===== src/rtl/mips_mem_pkg.sv =====
// Shared encodings for the MEM-stage access unit: access sizes, RMW FSM states
// and the default RAM depth.
package mips_mem_pkg;

  localparam int DEPTH_WORDS_DEF = 256;

  localparam logic [1:0] SZ_BYTE = 2'b00;
  localparam logic [1:0] SZ_HALF = 2'b01;
  localparam logic [1:0] SZ_WORD = 2'b10;

  typedef enum logic {
    IDLE,
    RMW_WR
  } mem_state_e;

endpackage


===== src/rtl/mem_lane_align.sv =====
// Big-endian lane handling: extracts and extends a load lane from a RAM word,
// and merges store data into a base word for read-modify-write.
module mem_lane_align
  import mips_mem_pkg::*;
(
  input  logic [1:0]  size_i,
  input  logic        zext_i,
  input  logic [1:0]  offset_i,
  input  logic [31:0] rdWord_i,
  input  logic [31:0] baseWord_i,
  input  logic [31:0] storeData_i,
  output logic [31:0] loadExt_o,
  output logic [31:0] mergeWord_o
);

  logic [7:0]  byteLane;
  logic [15:0] halfLane;

  always_comb begin
    case (offset_i)
      2'd1:    byteLane = rdWord_i[23:16];
      2'd2:    byteLane = rdWord_i[15:8];
      2'd3:    byteLane = rdWord_i[7:0];
      default: byteLane = rdWord_i[31:24];
    endcase
    halfLane = offset_i[1] ? rdWord_i[15:0] : rdWord_i[31:16];

    case (size_i)
      SZ_BYTE: loadExt_o = zext_i ? {24'b0, byteLane} : {{24{byteLane[7]}}, byteLane};
      SZ_HALF: loadExt_o = zext_i ? {16'b0, halfLane} : {{16{halfLane[15]}}, halfLane};
      default: loadExt_o = rdWord_i;
    endcase
  end

  // Store merge: only the addressed lane is replaced, the rest comes from the base word.
  always_comb begin
    mergeWord_o = baseWord_i;
    case (size_i)
      SZ_BYTE: begin
        case (offset_i)
          2'd1:    mergeWord_o[23:16] = storeData_i[7:0];
          2'd2:    mergeWord_o[15:8]  = storeData_i[7:0];
          2'd3:    mergeWord_o[7:0]   = storeData_i[7:0];
          default: mergeWord_o[31:24] = storeData_i[7:0];
        endcase
      end
      SZ_HALF: begin
        if (offset_i[1]) mergeWord_o[15:0]  = storeData_i[15:0];
        else             mergeWord_o[31:16] = storeData_i[15:0];
      end
      default: mergeWord_o = storeData_i;
    endcase
  end

endmodule


===== src/rtl/mem_access_unit.sv =====
// MEM-stage access unit: single-cycle loads and word stores, two-cycle
// read-modify-write for sub-word stores, registered load data and fault pulse.
module mem_access_unit
  import mips_mem_pkg::*;
#(
  parameter int DEPTH_WORDS = DEPTH_WORDS_DEF,
  parameter int AW          = 8
) (
  input  logic        clk,
  input  logic        reset,
  input  logic        memRead,
  input  logic        memWrite,
  input  logic [1:0]  memSize,
  input  logic        memUnsigned,
  input  logic [31:0] addrIn,
  input  logic [31:0] dataIn,
  input  logic [31:0] ramDataIn,
  output logic        ramRead,
  output logic        ramWrite,
  output logic [31:0] ramAddr,
  output logic [31:0] ramDataOut,
  output logic [31:0] loadData,
  output logic        loadValid,
  output logic        stall,
  output logic        accessFault
);

  mem_state_e  state_q, state_d;
  logic [31:0] holdWord_q, holdWord_d;
  logic [31:0] loadData_q, loadData_d;
  logic        loadValid_q, loadValid_d;
  logic        accessFault_q, accessFault_d;

  logic        rdStrobe, wrStrobe, stallRaw;
  logic        req, fault, misaligned, outOfRange;
  logic [31:0] loadExt, mergeWord;

  assign req        = memRead | memWrite;
  assign misaligned = (memSize == SZ_HALF && addrIn[0]) ||
                      (memSize == SZ_WORD && addrIn[1:0] != 2'b00);
  assign outOfRange = (addrIn[31:AW+2] != '0) ||
                      ({2'b00, addrIn[31:2]} >= 32'(DEPTH_WORDS));
  assign fault      = req && ((memSize == 2'b11) || misaligned || outOfRange ||
                              (memRead && memWrite));

  mem_lane_align u_align (
    .size_i      (memSize),
    .zext_i      (memUnsigned),
    .offset_i    (addrIn[1:0]),
    .rdWord_i    (ramDataIn),
    .baseWord_i  (holdWord_q),
    .storeData_i (dataIn),
    .loadExt_o   (loadExt),
    .mergeWord_o (mergeWord)
  );

  always_comb begin
    state_d       = state_q;
    holdWord_d    = holdWord_q;
    loadData_d    = loadData_q;
    loadValid_d   = 1'b0;
    accessFault_d = 1'b0;
    rdStrobe      = 1'b0;
    wrStrobe      = 1'b0;
    stallRaw      = 1'b0;
    ramDataOut    = dataIn;
    case (state_q)
      IDLE: begin
        if (fault) begin
          accessFault_d = 1'b1;
        end else if (memRead) begin
          rdStrobe    = 1'b1;
          loadValid_d = 1'b1;
          loadData_d  = loadExt;
        end else if (memWrite && memSize == SZ_WORD) begin
          wrStrobe = 1'b1;
        end else if (memWrite) begin
          // Sub-word store: fetch the surrounding word while upstream is held.
          rdStrobe   = 1'b1;
          stallRaw   = 1'b1;
          holdWord_d = ramDataIn;
          state_d    = RMW_WR;
        end
      end
      RMW_WR: begin
        wrStrobe   = 1'b1;
        ramDataOut = mergeWord;
        state_d    = IDLE;
      end
      default: state_d = IDLE;
    endcase
  end

  always_ff @(posedge clk or posedge reset) begin
    if (reset) begin
      state_q       <= IDLE;
      holdWord_q    <= '0;
      loadData_q    <= '0;
      loadValid_q   <= 1'b0;
      accessFault_q <= 1'b0;
    end else begin
      state_q       <= state_d;
      holdWord_q    <= holdWord_d;
      loadData_q    <= loadData_d;
      loadValid_q   <= loadValid_d;
      accessFault_q <= accessFault_d;
    end
  end

  // Strobes are gated by reset so an in-flight RMW write is dropped immediately.
  assign ramRead     = rdStrobe & ~reset;
  assign ramWrite    = wrStrobe & ~reset;
  assign stall       = stallRaw & ~reset;
  assign ramAddr     = {{(32-AW){1'b0}}, addrIn[AW+1:2]};
  assign loadData    = loadData_q;
  assign loadValid   = loadValid_q;
  assign accessFault = accessFault_q;

endmodule


===== config.mk =====
export PLATFORM = sky130hd
export DESIGN_NAME = mem_access_unit
export DESIGN_NICKNAME = d
export VERILOG_FILES = /design/src/rtl/mips_mem_pkg.sv /design/src/rtl/mem_lane_align.sv /design/src/rtl/mem_access_unit.sv
export SDC_FILE = /design/constraint.sdc
export NUM_CORES = 1
export LEC_CHECK = 0
export BUFFER_PORTS_ARGS = -buffer_cell sky130_fd_sc_hd__buf_2
export CAP_MARGIN = 10
export CORE_ASPECT_RATIO = 0.8
export CORE_UTILIZATION = 30
export DETAILED_ROUTE_END_ITERATION = 10
export HOLD_SLACK_MARGIN = 0.08
export SETUP_SLACK_MARGIN = 0.05
export SYNTH_ARGS = -nofsm -noshare
export SYNTH_HDL_FRONTEND = slang
export SYNTH_HIERARCHICAL = 1
export SYNTH_SLANG_ARGS = --single-unit

===== constraint.sdc =====
create_clock -name clk -period 5.3 [get_ports clk]
set_input_delay 0.265 -clock clk [delete_from_list [all_inputs] [get_ports clk]]
set_output_delay 0.265 -clock clk [all_outputs]
set_load 0.005 [all_outputs]

==> impl_metrics.env <==
export IMPL_drc=0
export IMPL_coreArea_mm2=0.01666
export IMPL_p_switching_uw=365.9
export IMPL_fin_skew_ps=8.469
export IMPL_critPathArrivalTime_ps=2410
export IMPL_final_hold_viol_count=0
export IMPL_antennaDiodeCount=0
export IMPL_via_per_inst=5.328
export IMPL_critPathLaunchType="primary input"
export IMPL_final_area_mm2=0.006206
export IMPL_fin_cells=836
export IMPL_postCtsSetupRepairBufs=0
export IMPL_cellLeakagePower_uw=0.003015
export IMPL_vias=4454
export IMPL_grt_max_degree=65
export IMPL_synthArstFlopShare_pct=100.0
export IMPL_synth_top_area_share_pct=32.67
export IMPL_synth_seq_cells=67
export IMPL_synth_main_ff_cell="dfrtp_1"
export IMPL_h_tree_depth=3
export IMPL_synth_compound_area_share_pct=14.19
export IMPL_max_stage_delay_ps=620
export IMPL_internal_power_uw=1025
export IMPL_worst_ep_required_time_ps=5040
export IMPL_setup_viol=0
export IMPL_synth_simple_area_share_pct=11.83
export IMPL_wl_mm=15.86
export IMPL_ioPinCount=204
export IMPL_ant_nets=0
export IMPL_synth_top_area_cell="dfrtp_1"
export IMPL_wl_per_cell_um=18.97
export IMPL_dr_first_iter_drc_count=304
export IMPL_yosysWarnings=6
export IMPL_cts_num_sinks=67
export IMPL_gr_total_overflow=0
export IMPL_status="finished clean"
export IMPL_fin_crit_sh_pct=50.45
export IMPL_place_gp_congestion=0.8310
export IMPL_cts_buffers_inserted=9
export IMPL_cp_end_kind="output pin"
export IMPL_ir_drop_mv=0.1423
export IMPL_max_slew_margin_pct=27.89
export IMPL_max_freq_ghz=0.3740
export IMPL_p_seq_share_pct=36.8
export IMPL_die_area_mm2=0.01763
export IMPL_dp_hpwl_mm=11.71
export IMPL_rrSetupSlack_ps=3090
export IMPL_firstDrtPassIters=5
export IMPL_cp_cell_sequence="buf_2 > inv_1 > o22ai_1 > a221oi_1 > mux2_2 > buf_2"
export IMPL_fin_nets=714
export IMPL_grt_pass1_wl_mm=24.74
export IMPL_fillers=1666
export IMPL_final_setup_tns_ps=0
export IMPL_path_class="in2out"
export IMPL_rsz0062_at_grt="false"
export IMPL_cpMaxStageDelayCell="inv_1"
export IMPL_antenna_found_initial=0
export IMPL_dp_cells=818
export IMPL_synthAdderAreaFrac_pct=0
export IMPL_die_h_um=119.0
export IMPL_area_growth_syn_to_layout_pct=20.95
export IMPL_rows=42
export IMPL_root_buffer="clkbuf_16"
export IMPL_synth_distinct_cells=45
export IMPL_grtUsageTotal_pct=18.25
export IMPL_port_buffers=163
export IMPL_synth_common_cells="mux2_2 (72), dfrtp_1 (67), buf_4 (32)"
export IMPL_synth_edf_count=0
export IMPL_synth_xor_area_share_pct=0
export IMPL_drive_above_1_share_pct=49.84
export IMPL_worst_slew_pin_slew_ps=1079
export IMPL_synth_most_common_cell="mux2_2"
export IMPL_synthMuxAreaShare_pct=31.68
export IMPL_p_per_area_mw_per_mm2=224.2
export IMPL_syn_area_per_cell_um2=10.69
export IMPL_syn_inst=480
export IMPL_die_w_um=148.2
export IMPL_cts_tree="done"
export IMPL_cap_violations=0
export IMPL_cts_buffer_depth=2
export IMPL_period_minus_slack_ps=2674
export IMPL_netlist_area_mm2=0.005131
export IMPL_switching_share_pct=26.30
export IMPL_clockPowerShare_pct=45.6
export IMPL_hold_ws_ps=211.4
export IMPL_hold_path_class="in2reg"
export IMPL_placed_cell_area_mm2=0.005879
export IMPL_path_clk_slew_ps=60
export IMPL_cts_resized=0
export IMPL_comb_power_share_pct=17.6
export IMPL_first_global_vias=4437
export IMPL_initial_core_util_pct=30.80
export IMPL_clkLatencyLatePin_ps=340
export IMPL_synth_top_family_by_area="multiplexers"
export IMPL_maxSlewViolCount=0
export IMPL_crit_top_cell="buf_2"
export IMPL_synthTopCellsByArea="dfrtp_1 (33%), mux2_2 (16%), mux2_4 (8.8%)"
export IMPL_path_max_fanout=35
export IMPL_ys_seq_area_share_pct=32.67
-- critical path: cells and delay by family --
family,cells,cell delay (ps)
compound gates,2,440
mux,1,340
buf+inv,3,1330
-- sequential cells by signal, summed over array words and instances (netlist names) --
name         cells
holdWord_q      32
accessFault      1
loadValid        1
loadData        32
state_q          1
-- layer usage --
layer | GRT usage, % | up-vias | wire length (um)
met2 | 29.55 | 217 | 7504
li1 | - | 1991 | -
met4 | 5.090 | 0 | 216
met1 | 24.46 | 2223 | 7106
met5 | 0 | - | 0
met3 | 3.831 | 23 | 1032
-- cell usage in the layout (no fill, tap or decap), drive strengths merged, types with 2 or more instances in the layout --
cell type  instances
nand2b            11
o21ai             23
inv                6
a221o              9
nor2b             30
a21oi             12
a211oi             9
mux4               8
mux2             105
o31ai              8
nor4               9
nor3               3
nand3              2
or2                3
mux2i             15
conb              24
clkinv             4
nand2             18
or3                8
a22o               8
nor2              11
buf              169
bufinv             2
clkbuf            10
a221oi             8
o22ai             23
dfrtp             67
-- what timing repair did --
| action | CTS | global route |
|---|---|---|
| hold endpoints to repair | 3 | 0 |
| hold buffers | 1 | 0 |
| endpoints found under the setup margin | 0 | 0 |
-- power groups by stage --
stage | sequential, uW | clock (uW) | combinational, uW
global placement | 521 | 0 | 236
floorplan | 521 | 0 | 155
global route | 512 | 669 | 266
finish | 512 | 634 | 245
detailed placement | 521 | 0 | 242
CTS | 512 | 647 | 243
-- final timing paths --
path,startpoint,to,cells past startpoint
max in group asynchronous,reset,loadData[4]$_DFFE_PP0P_,4
min,ramDataIn[0],holdWord_q[0]$_DFFE_PP0P_,2
min reg2reg,loadData[0]$_DFFE_PP0P_,loadData[0]$_DFFE_PP0P_,1
max reg2reg,state_q$_DFF_PP0_,holdWord_q[26]$_DFFE_PP0P_,3
max,addrIn[1],ramDataOut[15],6
min in group asynchronous,reset,accessFault$_DFF_PP0_,3
-- stage by stage --
stage	power, uW	worst slack [ps]	utilization (%)
global placement	757.4	2616	35.29
global route	1448	2441	37.25
floorplan	676.6	3352	-
finish	1391	2626	37.25
CTS	1403	2646	37.21
detailed placement	762.9	2512	35.29
-- cell type report --
| class | instances | area (um2) | area share, % |
|---|---|---|---|
| clock buffers | 10 | 229.0 | 3.690 |
| clock inverters | 6 | 80.08 | 1.290 |
| inverters | 6 | 22.52 | 0.3629 |
| multi-input cells | 357 | 3050 | 49.15 |
| flip-flops and latches | 67 | 1678 | 27.04 |
| well taps | 220 | 275.3 | 4.435 |
| repair buffers | 170 | 870.8 | 14.03 |
-- kinds of logic (layout without fill, tap and decap cells) --
group,after synthesis,in the layout
muxes,128,128
other,1,24
buffers and inverters,79,192
DFF,67,67
and+or+nand+nor,99,99
AOI/OAI and AO/OA,106,106
Note: power is estimated with default switching activity, not from simulation.
